`src/rtl/aes_pkg.sv`:
```
// Shared types for the AES decryptor sharing logic.
package aes_pkg;

  localparam int unsigned AES_BLOCK_W = 128;

  typedef enum logic [1:0] {
    e_idle,
    e_issue,
    e_wait,
    e_return
  } state_e;

endpackage

```
`src/rtl/aes_dec_arbiter_if.sv`:
```
// Requester-side and engine-side handshake bundle of the shared AES decryptor.
interface aes_dec_arbiter_if
  import aes_pkg::*;
#(
  parameter int unsigned NUM_REQ = 2
);

  logic [NUM_REQ-1:0][AES_BLOCK_W-1:0] req_data_i;
  logic [NUM_REQ-1:0]                  req_v_i;
  logic [NUM_REQ-1:0]                  req_ready_o;
  logic [AES_BLOCK_W-1:0]              resp_data_o;
  logic [NUM_REQ-1:0]                  resp_v_o;
  logic [NUM_REQ-1:0]                  resp_yumi_i;

  logic [AES_BLOCK_W-1:0]              dec_data_o;
  logic                                dec_v_o;
  logic                                dec_ready_i;
  logic [AES_BLOCK_W-1:0]              dec_data_i;
  logic                                dec_v_i;
  logic                                dec_yumi_o;

  // Arbiter side.
  modport slave (
    input  req_data_i, req_v_i, resp_yumi_i, dec_ready_i, dec_data_i, dec_v_i,
    output req_ready_o, resp_data_o, resp_v_o, dec_data_o, dec_v_o, dec_yumi_o
  );

  // Requesters plus engine side.
  modport master (
    output req_data_i, req_v_i, resp_yumi_i, dec_ready_i, dec_data_i, dec_v_i,
    input  req_ready_o, resp_data_o, resp_v_o, dec_data_o, dec_v_o, dec_yumi_o
  );

endinterface

```
`src/rtl/rr_arbiter.sv`:
```
// Combinational round-robin pick: first asserted request after ptr, wrapping.
module rr_arbiter #(
  parameter int unsigned NUM_REQ = 2,
  parameter int unsigned IDX_W   = $clog2(NUM_REQ)
) (
  input  logic [NUM_REQ-1:0] req,
  input  logic [IDX_W-1:0]   ptr,
  output logic [NUM_REQ-1:0] grant_oh,
  output logic [IDX_W-1:0]   grant_idx,
  output logic               any
);

  logic [IDX_W-1:0] idx;

  // Scan farthest-first so the nearest requester after ptr wins last.
  always_comb begin
    grant_idx = '0;
    any       = 1'b0;
    idx       = '0;
    for (int i = int'(NUM_REQ); i >= 1; i--) begin
      idx = IDX_W'((int'(ptr) + i) % int'(NUM_REQ));
      if (req[idx]) begin
        grant_idx = idx;
        any       = 1'b1;
      end
    end
    grant_oh = any ? (NUM_REQ'(1) << grant_idx) : '0;
  end

endmodule

```
`src/rtl/aes_dec_arbiter.sv`:
```
// Shares one iterative AES-128 decryptor between NUM_REQ requesters, one
// transaction in flight, round-robin grant, sticky latency watchdog.
module aes_dec_arbiter
  import aes_pkg::*;
#(
  parameter int unsigned  NUM_REQ        = 2,
  parameter int unsigned  TIMEOUT_CYCLES = 32,
  parameter int unsigned  TO_W           = 6,
  localparam int unsigned IDX_W          = $clog2(NUM_REQ)
) (
  input  logic                clk_i,
  input  logic                reset_i,
  aes_dec_arbiter_if.slave    bus,
  output logic [IDX_W-1:0]    owner_o,
  output logic                err_o
);

  state_e                 state_q, state_d;
  logic [IDX_W-1:0]       ptr_q, owner_q, grant_idx;
  logic [NUM_REQ-1:0]     grant_oh;
  logic                   grant_any;
  logic [AES_BLOCK_W-1:0] data_q, resp_data_q;
  logic [TO_W-1:0]        wd_q, wd_nxt;
  logic                   err_q;

  logic [NUM_REQ-1:0]     req_ready, resp_v;
  logic [AES_BLOCK_W-1:0] dec_data;
  logic                   dec_v, dec_yumi;

  rr_arbiter #(
    .NUM_REQ (NUM_REQ),
    .IDX_W   (IDX_W)
  ) u_rr (
    .req       (bus.req_v_i),
    .ptr       (ptr_q),
    .grant_oh  (grant_oh),
    .grant_idx (grant_idx),
    .any       (grant_any)
  );

  always_ff @(posedge clk_i) begin
    if (reset_i) state_q <= e_idle;
    else         state_q <= state_d;
  end

  // Next state and handshake strobes; the engine valid is gated by its ready
  // because the engine steps its round counter on a raw valid.
  always_comb begin
    state_d   = state_q;
    req_ready = '0;
    resp_v    = '0;
    dec_data  = '0;
    dec_v     = 1'b0;
    dec_yumi  = 1'b0;
    case (state_q)
      e_idle: begin
        req_ready = grant_oh;
        if (grant_any) state_d = e_issue;
      end
      e_issue: begin
        dec_v    = bus.dec_ready_i;
        dec_data = data_q;
        if (bus.dec_ready_i) state_d = e_wait;
      end
      e_wait: begin
        dec_yumi = bus.dec_v_i;
        if (bus.dec_v_i) state_d = e_return;
      end
      e_return: begin
        resp_v[owner_q] = 1'b1;
        if (bus.resp_yumi_i[owner_q]) state_d = e_idle;
      end
      default: state_d = e_idle;
    endcase
  end

  assign wd_nxt = (wd_q == '1) ? wd_q : wd_q + TO_W'(1);

  // Request latch, ownership, pointer, plaintext capture and watchdog.
  always_ff @(posedge clk_i) begin
    if (reset_i) begin
      ptr_q       <= IDX_W'(NUM_REQ - 1);
      owner_q     <= '0;
      data_q      <= '0;
      resp_data_q <= '0;
      wd_q        <= '0;
      err_q       <= 1'b0;
    end else begin
      if (state_q == e_idle && grant_any) begin
        data_q  <= bus.req_data_i[grant_idx];
        owner_q <= grant_idx;
        ptr_q   <= grant_idx;
      end
      if (state_q == e_issue && bus.dec_ready_i) wd_q <= '0;
      if (state_q == e_wait) begin
        wd_q <= wd_nxt;
        if (wd_nxt >= TO_W'(TIMEOUT_CYCLES)) err_q <= 1'b1;
        if (bus.dec_v_i) resp_data_q <= bus.dec_data_i;
      end
    end
  end

  assign bus.req_ready_o = req_ready;
  assign bus.resp_v_o    = resp_v;
  assign bus.resp_data_o = resp_data_q;
  assign bus.dec_data_o  = dec_data;
  assign bus.dec_v_o     = dec_v;
  assign bus.dec_yumi_o  = dec_yumi;
  assign owner_o         = owner_q;
  assign err_o           = err_q;

endmodule

```
`src/flat_wrapper.sv`:
```
// flat-port wrapper written by rule: the top's interface ports become plain ports
module aes_dec_arbiter_flat import aes_pkg::*;
#(
  parameter int unsigned  NUM_REQ        = 2,
  parameter int unsigned  TIMEOUT_CYCLES = 32,
  parameter int unsigned  TO_W           = 6,
  localparam int unsigned IDX_W          = $clog2(NUM_REQ)
)
  (clk_i, reset_i, owner_o, err_o, bus_req_data_i, bus_req_v_i, bus_resp_yumi_i, bus_dec_ready_i, bus_dec_data_i, bus_dec_v_i, bus_req_ready_o, bus_resp_data_o, bus_resp_v_o, bus_dec_data_o, bus_dec_v_o, bus_dec_yumi_o);
  aes_dec_arbiter_if #(.NUM_REQ(NUM_REQ)) bus_i ();
  input  logic clk_i;
  input  logic reset_i;
  output logic [IDX_W-1:0] owner_o;
  output logic err_o;
  input wire logic [$bits(bus_i.req_data_i)-1:0] bus_req_data_i;
  input wire logic [$bits(bus_i.req_v_i)-1:0] bus_req_v_i;
  input wire logic [$bits(bus_i.resp_yumi_i)-1:0] bus_resp_yumi_i;
  input wire logic [$bits(bus_i.dec_ready_i)-1:0] bus_dec_ready_i;
  input wire logic [$bits(bus_i.dec_data_i)-1:0] bus_dec_data_i;
  input wire logic [$bits(bus_i.dec_v_i)-1:0] bus_dec_v_i;
  output wire logic [$bits(bus_i.req_ready_o)-1:0] bus_req_ready_o;
  output wire logic [$bits(bus_i.resp_data_o)-1:0] bus_resp_data_o;
  output wire logic [$bits(bus_i.resp_v_o)-1:0] bus_resp_v_o;
  output wire logic [$bits(bus_i.dec_data_o)-1:0] bus_dec_data_o;
  output wire logic [$bits(bus_i.dec_v_o)-1:0] bus_dec_v_o;
  output wire logic [$bits(bus_i.dec_yumi_o)-1:0] bus_dec_yumi_o;
  assign bus_i.req_data_i = bus_req_data_i;
  assign bus_i.req_v_i = bus_req_v_i;
  assign bus_i.resp_yumi_i = bus_resp_yumi_i;
  assign bus_i.dec_ready_i = bus_dec_ready_i;
  assign bus_i.dec_data_i = bus_dec_data_i;
  assign bus_i.dec_v_i = bus_dec_v_i;
  assign bus_req_ready_o = bus_i.req_ready_o;
  assign bus_resp_data_o = bus_i.resp_data_o;
  assign bus_resp_v_o = bus_i.resp_v_o;
  assign bus_dec_data_o = bus_i.dec_data_o;
  assign bus_dec_v_o = bus_i.dec_v_o;
  assign bus_dec_yumi_o = bus_i.dec_yumi_o;
  aes_dec_arbiter #(.NUM_REQ(NUM_REQ), .TIMEOUT_CYCLES(TIMEOUT_CYCLES), .TO_W(TO_W)) u_core (.clk_i(clk_i), .reset_i(reset_i), .bus(bus_i), .owner_o(owner_o), .err_o(err_o));
endmodule
```
`config.mk`:
```
export PLATFORM = sky130hd
export DESIGN_NAME = aes_dec_arbiter_flat
export DESIGN_NICKNAME = d
export VERILOG_FILES = /design/src/rtl/aes_pkg.sv /design/src/rtl/aes_dec_arbiter_if.sv /design/src/rtl/rr_arbiter.sv /design/src/rtl/aes_dec_arbiter.sv /design/src/flat_wrapper.sv
export SDC_FILE = /design/constraint.sdc
export NUM_CORES = 1
export LEC_CHECK = 0
export BUFFER_PORTS_ARGS = -buffer_cell sky130_fd_sc_hd__buf_2
export CORE_AREA = 2 2 252 254
export DETAILED_ROUTE_END_ITERATION = 10
export DIE_AREA = 0 0 254 256
export SYNTH_ARGS = -nofsm -noshare
export SYNTH_HDL_FRONTEND = slang
export SYNTH_HIERARCHICAL = 1
export SYNTH_SLANG_ARGS = --single-unit
```
`constraint.sdc`:
```
create_clock -name clk_i -period 1.9 [get_ports clk_i]
set_input_delay 0 -clock clk_i [delete_from_list [all_inputs] [get_ports clk_i]]
set_output_delay 0 -clock clk_i [all_outputs]
set_load 0.02 [all_outputs]
```
==> metrics.md, run 1 <==
| Metric | Value |
|---|---|
| Initial antenna violation count | 17 |
| Via-to-Cell Ratio | 4.20 |
| Final hold viol count | 0 |
| Die H | 256 um |
| Clock latency on the worst-skew pair | 0.54 ns |
| CTS root buf | clkbuf_16 |
| Vias in the first global route | 14.1k |
| Largest fanout on the critical path | 16 |
| Clk slew on worst S/H paths | 0.06 ns |
| Worst setup EP type | output port |
| Avg WL per Cell | 16.5 um |
| Dpl hpwl | 35400 um |
| Filler cells | 6168 |
| Slew HR | 0.765 |
| Count leader, synth | dfxtp_1 |
| # IOs | 656 |
| Sw frac | 0.353 |
| DR DRC count | 0 |
| Yosys reg bits | 267 |
| Gpl congestion | 0.775 |
| CTS Sinks | 267 |
| Post-route clock period utilization | 0.969 |
| Setup CP Type | register to output port |
| Die span in x | 254 um |
| Final instance count without filler cells | 3282 |
| Critical path data arrival time | 1.84 ns |
| Layout Nets | 2804 |
| Layout area overhead | 85.1% |
| Cts bufs inserted | 34 |
| Sequential power share | 0.323 |
| Ys flop type | dfxtp_1 |
| Largest area contributor in the netlist | dfxtp_1 |
| Clock buffer depth | 3 |
| Crit start category | register |
| CTS tree | built |
| Total of max-cap violations | 0 |
| Post-Syn Nets | 1747 |
| Lkg Pwr | 0.00995 uW |
| Routed vias | 13.8k |
| Synth async-reset ratio | 0 |
| HP Class | primary input to register |
| Largest net degree at the start of global routing | 44 |
| Pwr Total | 23800 uW |
| # setup viols final | 0 |
| VDD IR max | 0.830 mV |
| CTS H-tree lvls | 2 |
| Core Area | 62400 um^2 |
| Overflow after GRT | 0 |
| Hold slack | 0.115 ns |
| GRT Total Usage | 0.156 |
| Layout cells sized above 1 | 0.386 |
| Post-Syn Instances | 1349 |
| Internal power | 15400 uW |
| DP Cell Count | 2811 |
| Power Density | 1060 nW/um^2 |
| Syn avg cell area | 8.99 um^2 |
| Ys Warns | 6 |
| ANT nets after route | 0 |
| Multi-input logic area | 6160 um^2 |
| Slew Limit Fails | 0 |
| Clock group share of total power | 0.272 |
| Seq. cell area | 5350 um^2 |
| Synth cell types | 38 |
| Fin crit period | 1.84 ns |
| F_max | 543 MHz |
| Gate power share | 0.406 |
| Initial core utilization | 0.194 |
| FF-to-FF setup slack | 0.14 ns |
| Critical path data required time | 1.90 ns |
| Share of the synthesized area in the top cell type | 0.441 |
| Slew @ Worst Pin | 0.353 ns |
| Seq/Total Area, Yosys | 0.441 |
| Synth top area cells | dfxtp_1 44%, mux2i_1 11%, a211oi_2 10% |
| RSZ-0062 raised after global routing | yes |
| Number of DRC markers in iteration 0 | 622 |
| Switch Pwr | 8400 uW |
| Synth top cells by count | 267 x dfxtp_1, 264 x nand2_1, 134 x and2_1, 131 x a21oi_1, 130 x mux2i_1 |
| Post-synth EDFFs | 0 |
| Placement Cell Area | 16700 um^2 |
| Post-Layout Inst Area | 22500 um^2 |
| Routed wire length | 54200 um |
| Core Rows | 92 |
| # port buffers | 655 |
| Die area | 65000 um^2 |
| First-pass DRT Iterations | 5 |
| First-pass GRT wire length | 79200 um |
| Final Skew | 0.0208 ns |
| Status | finished, final reports clean |
| Mapped Area | 12100 um^2 |
==> area by class of cell <==
class,instances,share of cell area
diodes,8,0.000891
clock buffers,51,0.0444
clock inverters,7,0.00496
inverters,8,0.00156
multi-input cells,958,0.274
flip-flops and latches,267,0.238
well taps,846,0.0471
repair buffers,1137,0.389
==> layout by cell type (no fill, tap or decap), drive strengths merged, types with 2 or more instances in the layout <==
cell	Yosys	final
bufinv	0	2
o41ai	2	2
and2	134	134
o21ai	3	3
dfxtp	267	267
bufbuf	0	3
dlygate4sd3	0	391
nand2	264	264
clkbuf	34	54
buf	82	740
mux2i	130	130
nand3	2	2
nand4	2	2
a211oi	129	129
nor2	136	136
ha	6	6
nor3	4	4
clkinv	0	3
inv	8	10
a21boi	3	3
a21oi	131	131
diode	0	8
==> per-stage QoR <==
stage / setup WS (ns) / setup TNS (ns) / utilization
after floorplan: 0.416 / 0 / -
after global placement: 0.248 / 0 / 0.268
after detailed placement: 0.222 / 0 / 0.268
after CTS: 0.00133 / 0 / 0.353
after global routing: -0.0615 / -1.17 / 0.360
final: 0.0598 / 0 / 0.360
==> layer usage <==
metal	up-vias	global-route usage	share of wire
met5	-	0	0.0010
met4	8	0.0868	0.053
met3	151	0.0443	0.083
met2	659	0.280	0.49
met1	6290	0.162	0.37
li1	6675	-	-
==> sequential cells by signal, summed over array words and instances (netlist names) <==
signal and cells:
u_core/bus.resp_data_o 128, u_core/data_q 128, u_core/err_o 1, u_core/owner_o 1
u_core/ptr_q 1, u_core/state_q 2, u_core/wd_q 6
==> worst max-delay path, stage by stage (launching register included) <==
cell       delay (ns)
dfxtp_2          0.33
inv_4            0.06
ha_4             0.24
bufbuf_16        0.34
and2_1           0.15
buf_2            0.17
==> power groups by stage <==
stage,clock [uW],sequential [uW],combinational (uW)
floorplan,0,7950,5100
global placement,0,7710,7820
detailed placement,0,7740,7900
CTS,6690,7630,9140
global route,6880,7830,10400
finish,6470,7670,9650
==> what timing repair did <==
| action | in CTS | in global routing |
|---|---|---|
| hold endpoints to repair | 260 | 0 |
| setup buffers | 9 | 0 |
| cloned | 5 | 2 |
| hold buffers | 391 | 0 |
| pin swaps | 0 | 0 |
| gates resized for setup | 15 | 139 |
| endpoints found under the setup margin | 127 | 61 |
==> path summary, 6_finish.rpt <==
path / start / end / cells after the start
min: bus_resp_yumi_i[0] / u_core/state_q[1] / 4
max: u_core/state_q[1] / bus_dec_data_o[49] / 5
min reg2reg: u_core/bus.resp_data_o[115] / u_core/bus.resp_data_o[115] / 2
max reg2reg: u_core/state_q[0] / u_core/data_q[56] / 7
==> logic make-up after synthesis <==
| group | after synthesis | share of synthesized area |
|---|---|---|
| buf+inv | 124 | 0.0604 |
| simple gates | 547 | 0.201 |
| xor+xnor | 1 | 0.000722 |
| flops | 267 | 0.441 |
| fa+ha+maj | 6 | 0.00619 |
| mux | 130 | 0.107 |
| compound gates | 274 | 0.184 |
Power figures use the tool's default switching activity.
==> run 2: changes to the inputs <==
--- a/config.mk
+++ b/config.mk
@@ -6,9 +6,11 @@
 export NUM_CORES = 1
 export LEC_CHECK = 0
 export BUFFER_PORTS_ARGS = -buffer_cell sky130_fd_sc_hd__buf_2
+export CAP_MARGIN = 5
 export CORE_AREA = 2 2 252 254
 export DETAILED_ROUTE_END_ITERATION = 10
 export DIE_AREA = 0 0 254 256
+export PLACE_DENSITY_LB_ADDON = 0.25
 export SYNTH_ARGS = -nofsm -noshare
 export SYNTH_HDL_FRONTEND = slang
 export SYNTH_HIERARCHICAL = 1
==> run 2 against run 1 <==
Power shrank 2.6%. Largest cell class unchanged. Clock skew increased by 0.0012 ns. Via count fell by 2.6%. First-iteration DRC count is 17% lower. Wire length is 6.9% lower. Register-to-register slack got worse by 0.04 ns. Sequential power is essentially flat. Clock power fell by 2%.
==> metrics.md, run 2 (same netlist as run 1, synthesis figures left out) <==
| Metric | Value |
|---|---|
| ANT nets after route | 0 (unchanged) |
| Hold slack | 0.0551 ns (was 0.115 ns) |
| Sequential power share | 0.331 (was 0.323) |
| First-pass GRT wire length | 73000 um (was 79200 um) |
| Vias in the first global route | 13.5k (was 14.1k) |
| Crit start category | register (unchanged) |
| Internal power | 14900 uW (was 15400 uW) |
| Die area | 65000 um^2 (unchanged) |
| Layout Nets | 2785 (was 2804) |
| Core Area | 62400 um^2 (unchanged) |
| CTS Sinks | 267 (unchanged) |
| Most frequent cells in the layout | 627 x buf_2, 390 x dlygate4sd3_1, 265 x dfxtp_1, 263 x nand2_1, 132 x and2_1 (was 578 x buf_2, 391 x dlygate4sd3_1, 265 x dfxtp_1, 263 x nand2_1, 131 x a21oi_1) |
| Overflow after GRT | 0 (unchanged) |
| Cts bufs inserted | 34 (unchanged) |
| Final Skew | 0.0220 ns (was 0.0208 ns) |
| First-pass DRT Iterations | 5 (unchanged) |
| Switch Pwr | 8250 uW (was 8400 uW) |
| Via-to-Cell Ratio | 4.12 (was 4.20) |
| # port buffers | 655 (unchanged) |
| Critical path data required time | 1.90 ns (about the same) |
| DR DRC count | 0 (unchanged) |
| Slew HR | 0.594 (was 0.765) |
| Initial antenna violation count | 8 (was 17) |
| Clock group share of total power | 0.274 (was 0.272) |
| Routed vias | 13.4k (was 13.8k) |
| Layout area overhead | 80.6% (was 85.1%) |
| Commonest non-fill, non-tap cell in the layout | buf_2 (unchanged) |
| Core Rows | 92 (unchanged) |
| Largest fanout on the critical path | 19 (was 16) |
| Setup TNS | 0 ns (unchanged) |
| Slew @ Worst Pin | 0.608 ns (was 0.353 ns) |
| Worst setup EP type | output port (unchanged) |
| VDD IR max | 0.710 mV (was 0.830 mV) |
| Gate power share | 0.395 (was 0.406) |
| Largest net degree at the start of global routing | 75 (was 44) |
| Final WS setup | 0.0931 ns (was 0.0598 ns) |
| Fin crit period | 1.81 ns (was 1.84 ns) |
| Crit-path max cell delay | 0.39 ns (was 0.34 ns) |
| Dpl hpwl | 33000 um (was 35400 um) |
| Placement Cell Area | 16500 um^2 (was 16700 um^2) |
| Clk slew on worst S/H paths | 0.05 ns (was 0.06 ns) |
| # setup viols final | 0 (unchanged) |
| CTS H-tree lvls | 2 (unchanged) |
| RR Startpoint | u_core/state_q[0] (unchanged) |
| Routed wire length | 50500 um (was 54200 um) |
| CP max stage cell | dfxtp_2 (was bufbuf_16) |
| Lkg Pwr | 0.00977 uW (was 0.00995 uW) |
| Die span in x | 254 um (unchanged) |
| Worst Setup SP | u_core/state_q[0] (was u_core/state_q[1]) |
| Layout cells sized above 1 | 0.374 (was 0.386) |
| CTS tree | built (unchanged) |
| Critical path data arrival time | 1.81 ns (was 1.84 ns) |
| Final core utilization | 0.351 (was 0.360) |
| Sw frac | 0.356 (was 0.353) |
| Worst path cell trace | inv_4 > ha_4 > nand2_8 > inv_4 > buf_12 > buf_12 > buf_4 (was inv_4 > ha_4 > bufbuf_16 > and2_1 > buf_2) |
| Power Density | 1060 nW/um^2 (about the same) |
| Initial core utilization | 0.194 (unchanged) |
| GRT Total Usage | 0.142 (was 0.156) |
| Final hold viol count | 0 (unchanged) |
| Status | finished, final reports clean (unchanged) |
| Pre-CTS setup slack | 0.209 ns (was 0.222 ns) |
| Clock buffer depth | 3 (unchanged) |
| HP Class | primary input to register (unchanged) |
| Post-route clock period utilization | 0.951 (was 0.969) |
| Die H | 256 um (unchanged) |
| Post-Layout Inst Area | 21900 um^2 (was 22500 um^2) |
| CTS root buf | clkbuf_16 (unchanged) |
| Gpl congestion | 0.771 (was 0.775) |
| # IOs | 656 (unchanged) |
| Number of DRC markers in iteration 0 | 515 (was 622) |
| Total of max-cap violations | 0 (unchanged) |
| Slew Limit Fails | 0 (unchanged) |
| F_max | 553 MHz (was 543 MHz) |
| Min-delay src | bus_req_v_i[0] (was bus_resp_yumi_i[0]) |
| Clock latency on the worst-skew pair | 0.53 ns (was 0.54 ns) |
| Setup CP Type | register to output port (unchanged) |
| Avg WL per Cell | 15.5 um (was 16.5 um) |
-- run 2: cell types whose count changed in the layout (fill, tap and decap cells not counted), moves of 4 or more --
cell / before / now
and2_1: 109 / 132
buf_2: 578 / 627
and2_4: 25 / 2
diode_2: 8 / 4
buf_12: 26 / 17
buf_4: 91 / 69
buf_6: 40 / 0
-- run 2: power by group through the flow --
stage	Clock, uW	Combinational [uW]	Sequential [uW]
6_report	6360	9150	7660
5_1_grt	6850	9910	7820
4_1_cts	6670	8960	7660
3_5_place_dp	0	7890	7750
3_3_place_gp	0	7760	7720
2_1_floorplan	0	5100	7950
-- run 2: routing by layer --
layer	track usage	routed length [um]	vias to the layer above
met2	0.262	25100	556
met5	0	27	-
li1	-	-	6643
met1	0.149	19300	6109
met4	0.0596	1830	4
met3	0.0416	4190	106
-- run 2: final cells by class --
cell class / count / area, um^2
antenna: 4 / 10.0
inverter: 8 / 35.0
multi-input combinational: 958 / 6110
timing repair buffer: 1118 / 8230
clock inverter: 9 / 100
clock buffer: 50 / 1010
fill: 6323 / 40500
sequential: 267 / 5350
tap: 846 / 1060
-- run 2: worst paths after layout --
check,endpoint,slack (ns),cells past startpoint
setup / recovery,bus_dec_yumi_o,0.09,7
setup reg to reg,u_core/bus.resp_data_o[19],0.10,7
hold / removal,u_core/ptr_q,0.06,5
hold reg to reg,u_core/bus.resp_data_o[118],0.45,2
-- run 2: critical path, delay by kind of cell, from the launching register on --
family | cells | cell delay (ns)
buf+inv | 5 | 0.58
fa+ha+maj | 1 | 0.18
flops | 1 | 0.39
simple gates | 1 | 0.10
-- run 2: timing repair --
action	in CTS	in global routing
endpoints found under the setup margin	122	46
hold buffers	390	0
endpoints found under the hold margin	261	0
gates resized for setup	14	29
gates cloned	3	5
buffers inserted	3	1
-- run 2: through the flow --
step	std cells	total power [uW]
floorplan	1349	13000
global placement	2795	15500
detailed placement	2795	15600
CTS	3250	23300
global route	3258	24600
finish	3260	23200
==> run 3: changes to the inputs <==
--- a/config.mk
+++ b/config.mk
@@ -11,6 +11,7 @@
 export DETAILED_ROUTE_END_ITERATION = 10
 export DIE_AREA = 0 0 254 256
 export PLACE_DENSITY_LB_ADDON = 0.25
+export SLEW_MARGIN = 20
 export SYNTH_ARGS = -nofsm -noshare
 export SYNTH_HDL_FRONTEND = slang
 export SYNTH_HIERARCHICAL = 1
==> constraint.sdc (replaced) <==
create_clock -name clk_i -period 1.9 [get_ports clk_i]
set_input_delay 0.285 -clock clk_i [delete_from_list [all_inputs] [get_ports clk_i]]
set_output_delay 0.285 -clock clk_i [all_outputs]
set_load 0.02 [all_outputs]
==> run 3 against run 2 <==
The run now ends with setup timing left. Largest cell class unchanged. Largest power group unchanged. First-iteration DRC count down 32%. Critical endpoint is now bus_dec_data_o[29]. Maximum frequency down 14%. Non-clock buffer count shrank 254.
==> metrics.md, run 3 (same netlist as run 1, synthesis figures left out) <==
| Metric | Value |
|---|---|
| Status | finished with violations (was finished, final reports clean) |
| Failing checks | setup timing |
| Post-route clock period utilization | 1.10 (was 0.951) |
| Slew @ Worst Pin | 0.447 ns (was 0.608 ns) |
| Die H | 256 um (unchanged) |
| Overflow after GRT | 0 (unchanged) |
| Routed vias | 12.2k (was 13.4k) |
| Vias in the first global route | 12.3k (was 13.5k) |
| ANT nets after route | 0 (unchanged) |
| Number of DRC markers in iteration 0 | 352 (was 515) |
| Met3 Use GR | 0.0376 (was 0.0416) |
| First-pass DRT Iterations | 6 (was 5) |
| Avg WL per Cell | 15.7 um (was 15.5 um) |
| Layout cells sized above 1 | 0.473 (was 0.374) |
| CTS Sinks | 267 (unchanged) |
| Lkg Pwr | 0.00898 uW (was 0.00977 uW) |
| Critical path data arrival time | 1.81 ns (about the same) |
| Pre-CTS setup slack | 0.136 ns (was 0.209 ns) |
| GR Util met1 | 0.147 (was 0.149) |
| # port buffers | 655 (unchanged) |
| Layout Nets | 2528 (was 2785) |
| Core Area | 62400 um^2 (unchanged) |
| Dpl hpwl | 33500 um (was 33000 um) |
| Clock buffer depth | 3 (unchanged) |
| Hold slack | 0.0508 ns (was 0.0551 ns) |
| Internal power | 15700 uW (was 14900 uW) |
| Power Density | 1180 nW/um^2 (was 1060 nW/um^2) |
| Critical path data required time | 1.62 ns (was 1.90 ns) |
| VDD IR max | 0.636 mV (was 0.710 mV) |
| HP Class | primary input to register (unchanged) |
| Sequential power share | 0.320 (was 0.331) |
| CTS tree | built (unchanged) |
| Final WS setup | -0.197 ns (was 0.0931 ns) |
| Fin crit period | 2.10 ns (was 1.81 ns) |
| First-pass GRT wire length | 68500 um (was 73000 um) |
| Final Skew | 0.0193 ns (was 0.0220 ns) |
| # setup viols final | 132 (was 0) |
| Final hold viol count | 0 (unchanged) |
| Slew Limit Fails | 0 (unchanged) |
| GRT Total Usage | 0.133 (was 0.142) |
| Clock group share of total power | 0.264 (was 0.274) |
| Gate power share | 0.416 (was 0.395) |
| Switch Pwr | 8470 uW (was 8250 uW) |
| Largest fanout on the critical path | 17 (was 19) |
| CTS H-tree lvls | 1 (was 2) |
| Die area | 65000 um^2 (unchanged) |
| CTS root buf | clkbuf_16 (unchanged) |
| Via-to-Cell Ratio | 4.07 (was 4.12) |
| Most frequent cells in the layout | 522 x buf_2, 264 x dfxtp_1, 263 x nand2_1, 131 x a21oi_1, 130 x mux2i_1 (was 627 x buf_2, 390 x dlygate4sd3_1, 265 x dfxtp_1, 263 x nand2_1, 132 x and2_1) |
| Met2 Resource Use GR | 0.243 (was 0.262) |
| Setup CP Type | register to output port (unchanged) |
| Slew HR | 0.702 (was 0.594) |
| Total of max-cap violations | 0 (unchanged) |
| Layout area overhead | 68.5% (was 80.6%) |
| Clock latency on the worst-skew pair | 0.58 ns (was 0.53 ns) |
| Clk slew on worst S/H paths | 0.06 ns (was 0.05 ns) |
| Worst setup EP type | output port (unchanged) |
| DR DRC count | 0 (unchanged) |
| Initial antenna violation count | 7 (was 8) |
| RSZ-0062 raised after global routing | yes |
| Commonest non-fill, non-tap cell in the layout | buf_2 (unchanged) |
| Gpl congestion | 0.757 (was 0.771) |
| Initial core utilization | 0.194 (unchanged) |
| F_max | 477 MHz (was 553 MHz) |
| Crit start category | register (unchanged) |
| # IOs | 656 (unchanged) |
| GRT busiest layer | met2 (unchanged) |
| Sw frac | 0.350 (was 0.356) |
| Core Rows | 92 (unchanged) |
| Cts bufs inserted | 31 (was 34) |
| Largest net degree at the start of global routing | 61 (was 75) |
| Filler cells | 6474 (was 6323) |
| Die span in x | 254 um (unchanged) |
| Routed wire length | 47200 um (was 50500 um) |
-- run 3: cell types whose count changed in the layout (fill, tap and decap cells not counted), sizes merged --
| cell | delta |
|---|---|
| diode | +1 |
| clkbuf | -11 |
| buf | +13 |
| dlygate4sd3 | -263 |
| clkinvlp | +2 |
| bufinv | +4 |
| clkinv | -2 |
| inv | +1 |
-- run 3: layout make-up --
type	instances	area (um^2)	area share
repair buffers	864	6480	0.317
multi-input cells	958	6390	0.313
flip-flops and latches	267	5350	0.262
well taps	846	1060	0.0518
clock buffers	43	891	0.0436
clock inverters	14	204	0.00998
inverters	8	45.0	0.00220
diodes	5	12.5	0.000612
-- run 3: final timing paths --
kind | slack [ns] | from | cells past startpoint | to
setup reg to reg | 0.18 | u_core/state_q[1] | 9 | u_core/data_q[82]
hold reg to reg | 0.45 | u_core/bus.resp_data_o[31] | 2 | u_core/bus.resp_data_o[31]
hold / removal | 0.05 | bus_req_data_i[70] | 3 | u_core/data_q[70]
setup / recovery | -0.20 | u_core/state_q[1] | 6 | bus_dec_data_o[29]
-- run 3: layer usage --
layer	wire [um]	vias to the layer above
met5	13	-
met2	23600	483
met4	1280	2
met1	18500	5563
met3	3890	73
li1	-	6114
-- run 3: power groups by stage --
| stage | Clock [uW] | Sequential, uW | Combinational [uW] |
|---|---|---|---|
| 2_1_floorplan | 0 | 7950 | 5100 |
| 3_3_place_gp | 0 | 7750 | 7800 |
| 3_5_place_dp | 0 | 7790 | 7930 |
| 4_1_cts | 6600 | 7710 | 9200 |
| 5_1_grt | 6840 | 7910 | 10900 |
| 6_report | 6380 | 7740 | 10100 |
-- run 3: critical path: stages (launching register included) --
cell     delay [ns]
dfxtp_2        0.35
inv_4          0.04
ha_4           0.18
buf_12         0.16
buf_16         0.16
and2_1         0.17
buf_4          0.15
-- run 3: repair_timing --
item,4_1_cts,5_1_grt
gates cloned,5,6
setup endpoints to repair,134,133
resized for setup,170,223
setup buffers,7,2
pin swaps,18,38
hold endpoints to repair,127,0
hold buffers,127,0
-- run 3: stage by stage --
step | utilization | cell area [um^2] | instances | TNS [ns] | total power, uW
3_5_place_dp | 0.265 | 16600 | 2796 | 0 | 15700
4_1_cts | 0.315 | 19600 | 2992 | -28.79 | 23500
3_3_place_gp | 0.265 | 16600 | 2796 | 0 | 15600
6_report | 0.328 | 20400 | 3005 | -18.21 | 24200
2_1_floorplan | - | 12100 | 1349 | 0 | 13000
5_1_grt | 0.327 | 20400 | 3003 | -26.93 | 25600
